<file path="src/rtl/event_pacing_scheduler_if.sv">
// rtl/event_pacing_scheduler_if.sv - strobe, evaluator handshake and status signals of the pacing scheduler
interface event_pacing_scheduler_if #(
  parameter int TS_WIDTH = 32
);
  logic                en;
  logic                new_input_0;
  logic                new_input_1;
  logic                eval_ready;
  logic                q_push;
  logic                q_pop;
  logic                q_push_valid;
  logic                q_pop_valid;
  logic                pacing_0;
  logic                pacing_1;
  logic                pacing_2;
  logic                pacing_3;
  logic                eval_valid;
  logic [TS_WIDTH-1:0] eval_timestamp;
  logic                overflow;

  modport slave (
    input  en, new_input_0, new_input_1, eval_ready,
    output q_push, q_pop, q_push_valid, q_pop_valid,
    output pacing_0, pacing_1, pacing_2, pacing_3,
    output eval_valid, eval_timestamp, overflow
  );

  modport master (
    output en, new_input_0, new_input_1, eval_ready,
    input  q_push, q_pop, q_push_valid, q_pop_valid,
    input  pacing_0, pacing_1, pacing_2, pacing_3,
    input  eval_valid, eval_timestamp, overflow
  );
endinterface

</file>
<file path="src/rtl/event_pacing_scheduler.sv">
// rtl/event_pacing_scheduler.sv - timestamps input strobes and periodic deadlines, queues them, and
// issues one paced evaluation per popped entry.
module event_pacing_scheduler #(
  parameter int PERIOD_CYCLES = 1000,
  parameter int DEPTH         = 4,
  parameter int TS_WIDTH      = 32
) (
  input logic                    clk,
  input logic                    rst,
  event_pacing_scheduler_if.slave bus
);
  localparam int PC_W  = $clog2(PERIOD_CYCLES);
  localparam int PTR_W = $clog2(DEPTH);
  localparam int CNT_W = PTR_W + 1;

  logic [TS_WIDTH-1:0] ts;
  logic [PC_W-1:0]     period_cnt;
  logic [PTR_W-1:0]    wr_ptr;
  logic [PTR_W-1:0]    rd_ptr;
  logic [CNT_W-1:0]    count;
  logic                overflow_r;
  logic                eval_valid_r;
  logic [3:0]          pacing_r;
  logic [TS_WIDTH-1:0] eval_ts_r;

  // flags per entry are {p, m1, m0}
  logic [TS_WIDTH-1:0] mem_ts    [DEPTH];
  logic [2:0]          mem_flags [DEPTH];

  logic deadline;
  logic push;
  logic pop;
  logic push_ok;
  logic [2:0] head_flags;

  always_comb begin
    deadline   = bus.en & (period_cnt == PC_W'(PERIOD_CYCLES - 1));
    push       = bus.en & (bus.new_input_0 | bus.new_input_1 | deadline);
    pop        = bus.en & bus.eval_ready & (count != '0);
    push_ok    = push & ((count < CNT_W'(DEPTH)) | pop);
    head_flags = mem_flags[rd_ptr];
  end

  assign bus.q_push         = push;
  assign bus.q_pop          = pop;
  assign bus.q_push_valid   = push_ok;
  assign bus.q_pop_valid    = pop;
  assign bus.overflow       = overflow_r;
  assign bus.eval_valid     = eval_valid_r;
  assign bus.eval_timestamp = eval_ts_r;
  assign bus.pacing_0       = pacing_r[0];
  assign bus.pacing_1       = pacing_r[1];
  assign bus.pacing_2       = pacing_r[2];
  assign bus.pacing_3       = pacing_r[3];

  always_ff @(posedge clk) begin
    if (rst) begin
      ts         <= '0;
      period_cnt <= '0;
      wr_ptr     <= '0;
      rd_ptr     <= '0;
      count      <= '0;
      overflow_r <= 1'b0;
    end else if (bus.en) begin
      ts         <= ts + 1'b1;
      period_cnt <= deadline ? '0 : period_cnt + 1'b1;
      if (push_ok) wr_ptr <= wr_ptr + 1'b1;
      if (pop)     rd_ptr <= rd_ptr + 1'b1;
      count <= count + CNT_W'(push_ok) - CNT_W'(pop);
      if (push & ~push_ok) overflow_r <= 1'b1;
    end
  end

  // Storage has no reset: occupancy and pointers alone define what is valid.
  always_ff @(posedge clk) begin
    if (!rst && push_ok) begin
      mem_ts[wr_ptr]    <= ts;
      mem_flags[wr_ptr] <= {deadline, bus.new_input_1, bus.new_input_0};
    end
  end

  always_ff @(posedge clk) begin
    if (rst) begin
      eval_valid_r <= 1'b0;
      pacing_r     <= 4'b0;
      eval_ts_r    <= '0;
    end else begin
      eval_valid_r <= pop;
      pacing_r     <= pop ? {head_flags[2], head_flags[0] & head_flags[1], head_flags[1], head_flags[0]}
                          : 4'b0;
      if (pop) eval_ts_r <= mem_ts[rd_ptr];
    end
  end
endmodule

</file>
<file path="src/flat_wrapper.sv">
// flat-port wrapper written by rule: the top's interface ports become plain ports
module event_pacing_scheduler_flat 
#(
  parameter int PERIOD_CYCLES = 1000,
  parameter int DEPTH         = 4,
  parameter int TS_WIDTH      = 32
)
  (clk, rst, bus_en, bus_new_input_0, bus_new_input_1, bus_eval_ready, bus_q_push, bus_q_pop, bus_q_push_valid, bus_q_pop_valid, bus_pacing_0, bus_pacing_1, bus_pacing_2, bus_pacing_3, bus_eval_valid, bus_eval_timestamp, bus_overflow);
  event_pacing_scheduler_if #(.TS_WIDTH(TS_WIDTH)) bus_i ();
  input logic clk;
  input logic rst;
  input wire logic [$bits(bus_i.en)-1:0] bus_en;
  input wire logic [$bits(bus_i.new_input_0)-1:0] bus_new_input_0;
  input wire logic [$bits(bus_i.new_input_1)-1:0] bus_new_input_1;
  input wire logic [$bits(bus_i.eval_ready)-1:0] bus_eval_ready;
  output wire logic [$bits(bus_i.q_push)-1:0] bus_q_push;
  output wire logic [$bits(bus_i.q_pop)-1:0] bus_q_pop;
  output wire logic [$bits(bus_i.q_push_valid)-1:0] bus_q_push_valid;
  output wire logic [$bits(bus_i.q_pop_valid)-1:0] bus_q_pop_valid;
  output wire logic [$bits(bus_i.pacing_0)-1:0] bus_pacing_0;
  output wire logic [$bits(bus_i.pacing_1)-1:0] bus_pacing_1;
  output wire logic [$bits(bus_i.pacing_2)-1:0] bus_pacing_2;
  output wire logic [$bits(bus_i.pacing_3)-1:0] bus_pacing_3;
  output wire logic [$bits(bus_i.eval_valid)-1:0] bus_eval_valid;
  output wire logic [$bits(bus_i.eval_timestamp)-1:0] bus_eval_timestamp;
  output wire logic [$bits(bus_i.overflow)-1:0] bus_overflow;
  assign bus_i.en = bus_en;
  assign bus_i.new_input_0 = bus_new_input_0;
  assign bus_i.new_input_1 = bus_new_input_1;
  assign bus_i.eval_ready = bus_eval_ready;
  assign bus_q_push = bus_i.q_push;
  assign bus_q_pop = bus_i.q_pop;
  assign bus_q_push_valid = bus_i.q_push_valid;
  assign bus_q_pop_valid = bus_i.q_pop_valid;
  assign bus_pacing_0 = bus_i.pacing_0;
  assign bus_pacing_1 = bus_i.pacing_1;
  assign bus_pacing_2 = bus_i.pacing_2;
  assign bus_pacing_3 = bus_i.pacing_3;
  assign bus_eval_valid = bus_i.eval_valid;
  assign bus_eval_timestamp = bus_i.eval_timestamp;
  assign bus_overflow = bus_i.overflow;
  event_pacing_scheduler #(.PERIOD_CYCLES(PERIOD_CYCLES), .DEPTH(DEPTH), .TS_WIDTH(TS_WIDTH)) u_core (.clk(clk), .rst(rst), .bus(bus_i));
endmodule
</file>
<file path="config.mk">
export PLATFORM = sky130hd
export DESIGN_NAME = event_pacing_scheduler_flat
export DESIGN_NICKNAME = d
export VERILOG_FILES = /design/src/rtl/event_pacing_scheduler_if.sv /design/src/rtl/event_pacing_scheduler.sv /design/src/flat_wrapper.sv
export SDC_FILE = /design/constraint.sdc
export NUM_CORES = 1
export LEC_CHECK = 0
export CORE_MARGIN = 2
export CORE_UTILIZATION = 59
export CTS_CLUSTER_DIAMETER = 50
export DETAILED_ROUTE_END_ITERATION = 10
export PLACE_DENSITY = 0.79
export SLEW_MARGIN = 5
export SYNTH_ARGS = -nofsm -noshare
export SYNTH_HDL_FRONTEND = slang
export SYNTH_SLANG_ARGS = --single-unit
export TNS_END_PERCENT = 1
</file>
<file path="constraint.sdc">
create_clock -name clk -period 3.9 [get_ports clk]
set_input_delay 1.17 -clock clk [delete_from_list [all_inputs] [get_ports clk]]
set_output_delay 1.17 -clock clk [all_outputs]
set_load 0.1 [all_outputs]
</file>
==> metrics, run 1 <==
critical-path cell list=clkdlybuf4s50_1 > nand4b_1 > or3_1 > a21oi_4 > buf_12; wire length of the first global-routing pass=26.2 mm; relative contribution of the clock network to total power=41.7%; GRT Overall Usage=20.7%; routed length on met2=8.10 mm; synthesized flop and latch total=229; adder and majority gate portion of the synthesized area=1.23%; final-layout setup total negative slack=0 ns; Seq pwr share=50.2%; Switching Share=22.6%; yosys synthesis warning count=0; peak fanout along the critical path=3; starting DRC count in detailed routing=392; initial antenna violation count=0; internal portion of total power=4.09 mW; filler instances=904; chip width=126 um; clk_lat worst skew=0.50 ns; hpwl dp=9.14 mm; Worst Path Arrival=2.71 ns; Syn Area/Cell=14.2 um2; share of power burned in combinational logic=8.0%; Compound-Gate Fraction of Synth Area=5.58%; gate count of the mapped netlist=616; effective utilization at floorplan=60.2%; nets=681; IR Drop Worst-Case VDD=427 uV; drt pass-1 iters=4; post-synthesis mux area share=9.52%; worst hold path type=register to register; TritonCTS clock tree=built; top cell type's share of synthesized area=48.2%; Syn Std Cell Area=8720 um2; post-synthesis sequential area ratio=68.7%; count of endpoints failing setup in the final report=0; core outline area=14500 um2; post_cts resized=0; number of diodes added for antenna fixing=0; final clock skew=0.0137 ns; unrepaired setup endpoints after global routing=false; Crit Path Category=primary input to output pin; die outline height=126 um; Slew @ Worst Pin=0.990 ns; final hold violations=0; PwrDens=518 nW/um2; maximum clock insertion buffer count=3; startpoint class of the critical path=primary input; flip-flop cell with the highest count after synthesis=edfxtp_1; post-synthesis xor/xnor area fraction=2.21%; post-synthesis async set-or-reset flop share=0%; met3 wire length=854 um; Largest stage delay, worst path=0.52 ns; library cells used by synthesis=38; via count of the routed design=5169; die area=15800 um2; number of cell rows=44; category of the worst setup path capture point=output pin; Period minus WS final=3.88 ns; buffers and inverters on the worst path=2; highest signal layer in the routed design=met4; Synth Net Count=630; Net Sw Power=1.20 mW; clk sinks=229; number of buffers added on ports=47; Routed Wire Length=15.9 mm; pins over their slew limit=0; ratio of routed vias to standard cells=5.96; total global routing overflow=0; required time at the endpoint of the critical path=2.73 ns; via count of the first global-routing pass=5225; Maximum Capacitance Violations=0; multi-input combinational cell area=2570 um2; Post-CTS Setup Bufs=0; layout cell share with drive strength beyond 1=16.4%; maximum achievable frequency=0.258 GHz; top cells by area in the synthesized netlist=edfxtp_1 (48%), dfxtp_1 (20%), mux4_2 (9.0%); total CTS buffers=23; total DRC errors in the routed layout=0; routability congestion estimate from global placement=0.803; level count of the clock H-tree=1; kind of cell adding the most delay to the critical path=buffers and inverters; antenna violation net count after detailed routing=0; Relative slew margins=33.8%; leading cell types by count after synthesis=edfxtp_1 (140), dfxtp_1 (89), nand2_1 (83), a21oi_1 (56), mux4_2 (35); post-route worst setup slack=0.0194 ns; final design utilization=70.5%; cell at the slowest stage of the critical path=clkdlybuf4s50_1; post-route clock period utilization=99.5%; cts hold-fix bufs=0; cell with the most instances after synthesis=edfxtp_1; Leakage=3.46 nW; result of the run=finished clean; detailed-routing wirelength on met1=6.59 mm; largest area contributor in the synthesized netlist=edfxtp_1; Top Ports=48; Routed WL per cell=18.3 um; Place WS=0.0264 ns; clk root buf=clkbuf_16; total power of the final layout=5.28 mW; pin count of the biggest net entering global routing=78; register clock-pin slew on the reported worst setup and hold paths=0.06 ns; layout overhead on the synthesized area=17.1%; count of placed standard cells including taps=826; main combinational cell family by area after synthesis=simple AND/OR/NAND/NOR gates; combined flip-flop and latch cell area=5990 um2; non-filler cells in the finished layout=867; share of synthesized cell area in and, or, nand and nor gates=10.7%; count of flip-flops with a built-in enable after synthesis=140
==> per-layer routing <==
| metal | track usage [%] | up-vias |
|---|---|---|
| li1 | - | 2403 |
| met1 | 26.6 | 2586 |
| met2 | 35.9 | 141 |
| met3 | 3.29 | 39 |
| met4 | 7.12 | 0 |
| met5 | 0 | - |
==> layout make-up <==
type                       count  share of cell area, %
multi-input combinational    342                   25.2
sequential                   229                   58.7
tap                          184                   2.26
clock inverter                14                   1.41
inverter                      12                  0.441
timing repair buffer          59                   5.93
clock buffer                  27                   6.09
==> final timing paths <==
path,start,endpoint,slack [ns],cells past startpoint
worst max-delay path,bus_en,bus_q_push_valid,0.02,5
worst max register to register,u_core.period_cnt[0],u_core.count[2],1.14,12
worst min register to register,u_core.bus.eval_timestamp[6],u_core.bus.eval_timestamp[6],0.45,2
worst min-delay path,u_core.bus.eval_timestamp[6],u_core.bus.eval_timestamp[6],0.45,2
==> metrics by stage <==
stage	hold slack, ns	instance area [um2]
2_1_floorplan	0.474	8720
3_3_place_gp	0.441	9430
3_5_place_dp	0.446	9430
4_1_cts	0.454	10200
5_1_grt	0.478	10200
6_report	0.451	10200
==> power by group through the flow <==
stage               sequential [mW]  combinational (mW)  clock [mW]
floorplan                      2.80               0.216           0
global placement               2.70               0.417           0
detailed placement             2.71               0.426           0
CTS                            2.65               0.428        2.25
global route                   2.66               0.452        2.34
finish                         2.65               0.425        2.20
==> flip-flops by register name, indices dropped and copies added, names as in the netlist, 2 cells and up, named ones only <==
| signal | count |
|---|---|
| u_core.period_cnt | 10 |
| u_core.wr_ptr | 2 |
| u_core.mem_flags | 12 |
| u_core.ts | 32 |
| u_core.mem_ts | 128 |
| u_core.rd_ptr | 2 |
| u_core.count | 3 |
| u_core.bus.eval_timestamp | 32 |
| u_core.pacing_r | 4 |
==> kinds of logic after synthesis <==
logic type	after synthesis
flops	229
simple gates	188
compound gates	85
buf+inv	45
mux	39
xor+xnor	22
fa+ha+maj	8
==> worst min-delay path, cell delays in order, from the launching register on <==
cell and delay (ns):
dfxtp_1 0.30, nand2_1 0.05, a21oi_1 0.05
==> layout by cell type, fill, tap and decap left out, drive strengths merged, types with 4 or more instances in the layout <==
cell type	instances
nor2	32
nand2	83
xor2	9
and3b	4
clkinv	12
buf	33
mux4	35
or4	18
or3	7
edfxtp	140
o31ai	17
nor3	6
clkbuf	27
inv	11
a21oi	57
and4	4
o21ai	8
nand3	8
xnor2	13
dfxtp	89
ha	7
nand2b	6
nand4	12
clkdlybuf4s50	26
No activity file was read; power rests on OpenSTA's default activity.
==> run 2: changes to the inputs <==
HOLD_SLACK_MARGIN = 0.12   (was unset)
==> results of run 2 <==
The final DEF is identical to that of run 1; final timing and power are the same.
